**config.mk**
```make
export PLATFORM = sky130hd
export DESIGN_NAME = bk_pipe_adder
export DESIGN_NICKNAME = d
export VERILOG_FILES = /design/src/rtl/bk_adder_pkg.sv /design/src/rtl/bk_prefix_net.sv /design/src/rtl/bk_pipe_adder.sv
export SDC_FILE = /design/constraint.sdc
export NUM_CORES = 1
export LEC_CHECK = 0
export CAP_MARGIN = 20
export CORE_ASPECT_RATIO = 1.5
export CORE_MARGIN = 2
export CORE_UTILIZATION = 56
export DETAILED_ROUTE_END_ITERATION = 10
export PLACE_DENSITY = 0.84
export SYNTH_ARGS = -nofsm -noshare
export SYNTH_HDL_FRONTEND = slang
export SYNTH_SLANG_ARGS = --single-unit
```
**constraint.sdc**
```tcl
create_clock -name clk -period 4.8 [get_ports clk]
set_clock_uncertainty 0.1 [all_clocks]
set_input_delay 0.96 -clock clk [delete_from_list [all_inputs] [get_ports clk]]
set_output_delay 0.96 -clock clk [all_outputs]
set_load 0.01 [all_outputs]
```
**src/rtl/bk_adder_pkg.sv**
```systemverilog
// rtl/bk_adder_pkg.sv - shared mode codes, level helper and stage payload for the Brent-Kung adder
package bk_adder_pkg;

  localparam logic [1:0] MODE_ADD  = 2'b00;
  localparam logic [1:0] MODE_SUB  = 2'b01;
  localparam logic [1:0] MODE_ACC  = 2'b10;
  localparam logic [1:0] MODE_LOAD = 2'b11;

  // ceil(log2(n)); the number of up-sweep levels for an n-bit prefix
  function automatic int lvl_log2(input int n);
    int r;
    r = 0;
    for (int i = 0; i < 31; i++) begin
      if ((1 << i) < n) r = i + 1;
    end
    return r;
  endfunction

  typedef struct packed {
    logic       valid;
    logic [1:0] mode;
    logic       a_msb;
    logic       bp_msb;
    logic       cin;
  } stage_t;

endpackage

```
**src/rtl/bk_prefix_net.sv**
```systemverilog
// rtl/bk_prefix_net.sv - combinational Brent-Kung (g,p) prefix over levels [LVL_LO, LVL_HI)
// Levels 0..L-1 are the up-sweep, L..2L-2 the down-sweep; levels outside the range pass through.
module bk_prefix_net import bk_adder_pkg::*; #(
  parameter int WIDTH  = 16,
  parameter int LVL_LO = 0,
  parameter int LVL_HI = 1
) (
  input  logic [WIDTH-1:0] g_in,
  input  logic [WIDTH-1:0] p_in,
  output logic [WIDTH-1:0] g_out,
  output logic [WIDTH-1:0] p_out
);

  localparam int L    = lvl_log2(WIDTH);
  localparam int NLEV = 2 * L - 1;

  logic [NLEV:0][WIDTH-1:0] g_l;
  logic [NLEV:0][WIDTH-1:0] p_l;

  assign g_l[0] = g_in;
  assign p_l[0] = p_in;

  for (genvar k = 0; k < NLEV; k++) begin : g_lvl
    localparam int LV = (k < L) ? k : (2 * L - 2 - k);
    localparam int D  = 1 << LV;
    for (genvar i = 0; i < WIDTH; i++) begin : g_bit
      // up-sweep merges the top of each 2D block; down-sweep fills the midpoints above the first block
      localparam bit UP  = ((i + 1) % (2 * D)) == 0;
      localparam bit DN  = (((i + 1) % (2 * D)) == D) && ((i + 1) > (2 * D));
      localparam bit ACT = (k >= LVL_LO) && (k < LVL_HI) && ((k < L) ? UP : DN);
      if (ACT) begin : g_op
        assign g_l[k+1][i] = g_l[k][i] | (p_l[k][i] & g_l[k][i-D]);
        assign p_l[k+1][i] = p_l[k][i] & p_l[k][i-D];
      end else begin : g_pass
        assign g_l[k+1][i] = g_l[k][i];
        assign p_l[k+1][i] = p_l[k][i];
      end
    end
  end

  assign g_out = g_l[NLEV];
  assign p_out = p_l[NLEV];

endmodule

```
**src/rtl/bk_pipe_adder.sv**
```systemverilog
// rtl/bk_pipe_adder.sv - pipelined Brent-Kung adder with sub/accumulate/load modes and ACC interlock
module bk_pipe_adder import bk_adder_pkg::*; #(
  parameter int WIDTH = 16,
  parameter int PIPE  = 2
) (
  input  logic             clk,
  input  logic             rst_n,
  input  logic             in_valid,
  output logic             in_ready,
  input  logic [WIDTH-1:0] a,
  input  logic [WIDTH-1:0] b,
  input  logic             cin,
  input  logic [1:0]       mode,
  output logic             out_valid,
  output logic [WIDTH-1:0] s,
  output logic             cout,
  output logic             ovf,
  output logic [WIDTH-1:0] acc
);

  localparam int L    = lvl_log2(WIDTH);
  localparam int NLEV = 2 * L - 1;

  logic [1:0]       busy;
  logic             take;
  logic [WIDTH-1:0] bp;
  logic             c;

  assign in_ready = (busy == 2'd0);
  assign take     = in_valid && in_ready;

  // LOAD becomes a + 0 + 0 so it shares the adder path and yields cout=0, ovf=0
  always_comb begin
    bp = b;
    c  = cin;
    case (mode)
      MODE_SUB:  begin bp = ~b;  c = 1'b1; end
      MODE_ACC:  bp = acc;
      MODE_LOAD: begin bp = '0;  c = 1'b0; end
      default:   ;
    endcase
  end

  stage_t           pl0, pl1, pl2;
  logic [WIDTH-1:0] g0, p0, g1, p1, gu, pu, g2, p2, pb2, gd, pd, sum;
  logic             co, ov;

  // carry-in is folded into bit 0's generate so the prefix yields true carries
  assign pl0 = {take, mode, a[WIDTH-1], bp[WIDTH-1], c};
  assign p0  = a ^ bp;
  assign g0  = (a & bp) | {{(WIDTH-1){1'b0}}, p0[0] & c};

  if (PIPE == 2) begin : g_cut_pre
    always_ff @(posedge clk or negedge rst_n) begin
      if (!rst_n) begin
        pl1 <= '0;
        g1  <= '0;
        p1  <= '0;
      end else begin
        pl1 <= pl0;
        g1  <= g0;
        p1  <= p0;
      end
    end
  end else begin : g_thru_pre
    assign pl1 = pl0;
    assign g1  = g0;
    assign p1  = p0;
  end

  bk_prefix_net #(.WIDTH(WIDTH), .LVL_LO(0), .LVL_HI(L)) u_up (
    .g_in  (g1),
    .p_in  (p1),
    .g_out (gu),
    .p_out (pu)
  );

  if (PIPE >= 1) begin : g_cut_up
    always_ff @(posedge clk or negedge rst_n) begin
      if (!rst_n) begin
        pl2 <= '0;
        g2  <= '0;
        p2  <= '0;
        pb2 <= '0;
      end else begin
        pl2 <= pl1;
        g2  <= gu;
        p2  <= pu;
        pb2 <= p1;
      end
    end
  end else begin : g_thru_up
    assign pl2 = pl1;
    assign g2  = gu;
    assign p2  = pu;
    assign pb2 = p1;
  end

  bk_prefix_net #(.WIDTH(WIDTH), .LVL_LO(L), .LVL_HI(NLEV)) u_dn (
    .g_in  (g2),
    .p_in  (p2),
    .g_out (gd),
    .p_out (pd)
  );

  logic unused_pd;
  assign unused_pd = ^pd;

  assign sum = pb2 ^ {gd[WIDTH-2:0], pl2.cin};
  assign co  = gd[WIDTH-1];
  assign ov  = (pl2.a_msb == pl2.bp_msb) && (sum[WIDTH-1] != pl2.a_msb);

  always_ff @(posedge clk or negedge rst_n) begin
    if (!rst_n) begin
      out_valid <= 1'b0;
      s         <= '0;
      cout      <= 1'b0;
      ovf       <= 1'b0;
      acc       <= '0;
    end else begin
      out_valid <= pl2.valid;
      if (pl2.valid) begin
        s    <= sum;
        cout <= co;
        ovf  <= ov;
        if ((pl2.mode == MODE_ACC) || (pl2.mode == MODE_LOAD)) acc <= sum;
      end
    end
  end

  // busy reaches 0 on the same edge the ACC/LOAD result lands in acc
  always_ff @(posedge clk or negedge rst_n) begin
    if (!rst_n) begin
      busy <= 2'd0;
    end else if (take && mode[1]) begin
      busy <= 2'(PIPE);
    end else if (busy != 2'd0) begin
      busy <= busy - 2'd1;
    end
  end

endmodule

```
==> flow_metrics.tcl <==
set metrics [dict create \
    ys_ff_latch 115 \
    hold_path.class "in2async" \
    multi_input_area_um2 1310 \
    die_area_um2 8310 \
    synth_edf_count 0 \
    critical_path_class "reg2out" \
    syn_nets 352 \
    power_mw 3.46 \
    post_cts_buffers 0 \
    cts.htree.levels 4 \
    critPathLaunchType "flip-flop" \
    end_kind "primary output" \
    seqCellArea_um2 2880 \
    setup_tns_ps 0 \
    dp.cells 458 \
    syn_area_um2 4240 \
    async_flop_share_pct 100 \
    die_w_um 75.1 \
    power_density_nw_per_um2 611 \
    fin_cells 490 \
    drt_iter0_markers 134 \
    antenna_found_initial 0 \
    grt_use_total_pct 23.2 \
    hold_ws_ps 235 \
    seq_area_frac_synth_pct 67.8 \
    p_leak_nw 2.64 \
    combPwrFrac_pct 24.8 \
    n_fill_cell 415 \
    cts_tree "built" \
    drt-vias-per-instance 5.19 \
    io_pins 74 \
    wl_per_cell_um 17.6 \
    floorplan.initialDensity_pct 58.3 \
    place_congestion 0.738 \
    final_cell_area_um2 5660 \
    grt_pass1_wl_um 13800 \
    layout-drive-gt1-share_pct 16.4 \
    ir_drop_uv 431 \
    clk_pin_slew_ps 50 \
    drc 0 \
    dpl.hpwl_um 5370 \
    synth_cell_type_count 27 \
    final_max_slew_viol_count 0 \
    cap_violations 0 \
    hold_buffers 0 \
    status "finished clean" \
    cts_sinks 115 \
    synth-main-ff-cell "dfrtp_1" \
    finalSetupViolCount 0 \
    rows 38 \
    synthToLayoutAreaGrowth_pct 33.5 \
    layout.nets 440 \
    finalWirelength_um 8640 \
    netlist_instances 290 \
    ant_nets 0 \
    pwr-share-clk_pct 34.0 \
    period_minus_slack_ps 2840 \
    power.internal_mw 2.53 \
    relSlewSlack_pct 28.9 \
    numCtsBuffers 17 \
    placed_cell_area_um2 5080 \
    worstMarginPinSlew_ps 1070 \
    io_buffers 73 \
    synth.avg_cell_area_um2 14.6 \
    switchingPower_mw 0.929 \
    seq_power_share_pct 41.2 \
    cp_max_fo 6 \
    hold_violations 0 \
    insertion_delay_ps 510 \
    grt_pass1_vias 2735 \
    fin_crit_sh_pct 59.3 \
    yosysWarnings 0 \
    num_antenna_cells 0 \
    rsz0062_at_grt "no" \
    crit_required_ps 3740 \
    grt_max_degree 88 \
    fmaxAchievable_mhz 352 \
    cts_root_buffer "clkbuf_8" \
    num_vias 2541 \
    cts_resized 0 \
    sw_frac_of_total_pct 26.8 \
    arrival_ps 1780 \
    drt-pass1-iter-count 4 \
    overflow 0 \
    core_area_um2 7270 \
    die_h_um 111 \
    clock_path_buffers 2 \
]
## worst paths after layout
check / start / end / slack (ps) / cells after the start
worst max-delay path: busy[1]$_DFFE_PN0P_ / in_ready / 1960 / 3
worst min-delay path: rst_n / acc[0]$_DFFE_PN0P_ / 240 / 1
worst max register to register: pl2[5]$_DFF_PN0_ / acc[0]$_DFFE_PN0P_ / 2170 / 2
worst min register to register: pl1[5]$_DFF_PN0_ / pl2[5]$_DFF_PN0_ / 250 / 0
max in group asynchronous: rst_n / pb2[10]$_DFF_PN0_ / 3710 / 2
min in group clk: pl1[5]$_DFF_PN0_ / pl2[5]$_DFF_PN0_ / 250 / 0
## final cells by class
type,count,share of cell area [%]
inverter,3,0.199
timing repair buffer,78,13.9
sequential,115,50.8
clock buffer,26,8.44
multi-input combinational,163,23.2
clock inverter,5,1.33
tap,100,2.21
## per-stage QoR
step / setup WS (ps) / util (%)
6_report: 1960 / 77.9
3_3_place_gp: 1890 / 69.9
4_1_cts: 1960 / 77.5
3_5_place_dp: 1850 / 69.9
5_1_grt: 1870 / 77.9
2_1_floorplan: 2580 / -
## layout by cell type (no fill, tap or decap), drive strengths merged
master	count
xnor2	25
nand3b	1
nor2b	2
inv	3
a21oi	2
o21ai	19
nand3	1
a221o	1
a41o	1
ha	24
buf	6
a21o	13
clkbuf	26
and3	2
a31o	4
mux2i	1
clkdlybuf4s50	72
a31oi	2
mux2	29
dfrtp	115
bufinv	2
nand2	21
nor2	11
and2	4
clkinv	3
## synthesized netlist by cell type, drive strengths merged, types with 3 or more instances
cell / n / area (um2)
mux2: 29 / 327
o21ai: 19 / 95.1
and2: 4 / 26.3
xnor2: 25 / 219
ha: 24 / 300
nor2: 11 / 41.3
buf: 7 / 36.3
inv: 3 / 11.3
nand2: 21 / 78.8
a31o: 4 / 35.0
dfrtp: 115 / 2880
a21o: 13 / 98.9
## state kept, by name, summed over array words and instances (netlist names)
register	cells
acc	16
g1	16
g2	16
p1	16
pb2	16
s	16
pl1	5
pl2	5
p2	4
busy	2
cout	1
out_valid	1
ovf	1
## worst max-delay path, stage by stage, from the launching register on
cell and delay, ps:
dfrtp_1 360, inv_1 80, ha_1 260, clkdlybuf4s50_1 570
## routing by layer
layer / vias up / track usage (%) / part of all wire [%] / wire (um)
met4: 0 / 9.76 / 2.2 / 186
li1: 1166 / - / - / -
met3: 16 / 6.66 / 3.8 / 328
met2: 62 / 38.9 / 55 / 4780
met1: 1297 / 27.1 / 39 / 3340
met5: - / 0 / 0 / 0
## power by group through the flow
stage	combinational, mW	sequential (mW)	clock (mW)
final	0.859	1.43	1.18
after global routing	0.935	1.46	1.23
after CTS	0.869	1.43	1.19
after detailed placement	0.857	1.43	0
after global placement	0.827	1.42	0
after floorplan	0.358	1.45	0
## cell families (layout without fill, tap and decap cells)
group	Yosys count	count (layout)	share of synthesized area, %
flops	115	115	67.8
xor+xnor	25	25	5.16
buf+inv	12	112	1.30
fa+ha+maj	24	24	7.08
simple gates	42	42	4.33
compound gates	42	42	6.40
mux	30	30	7.93
(Power assumes the default switching activity.)
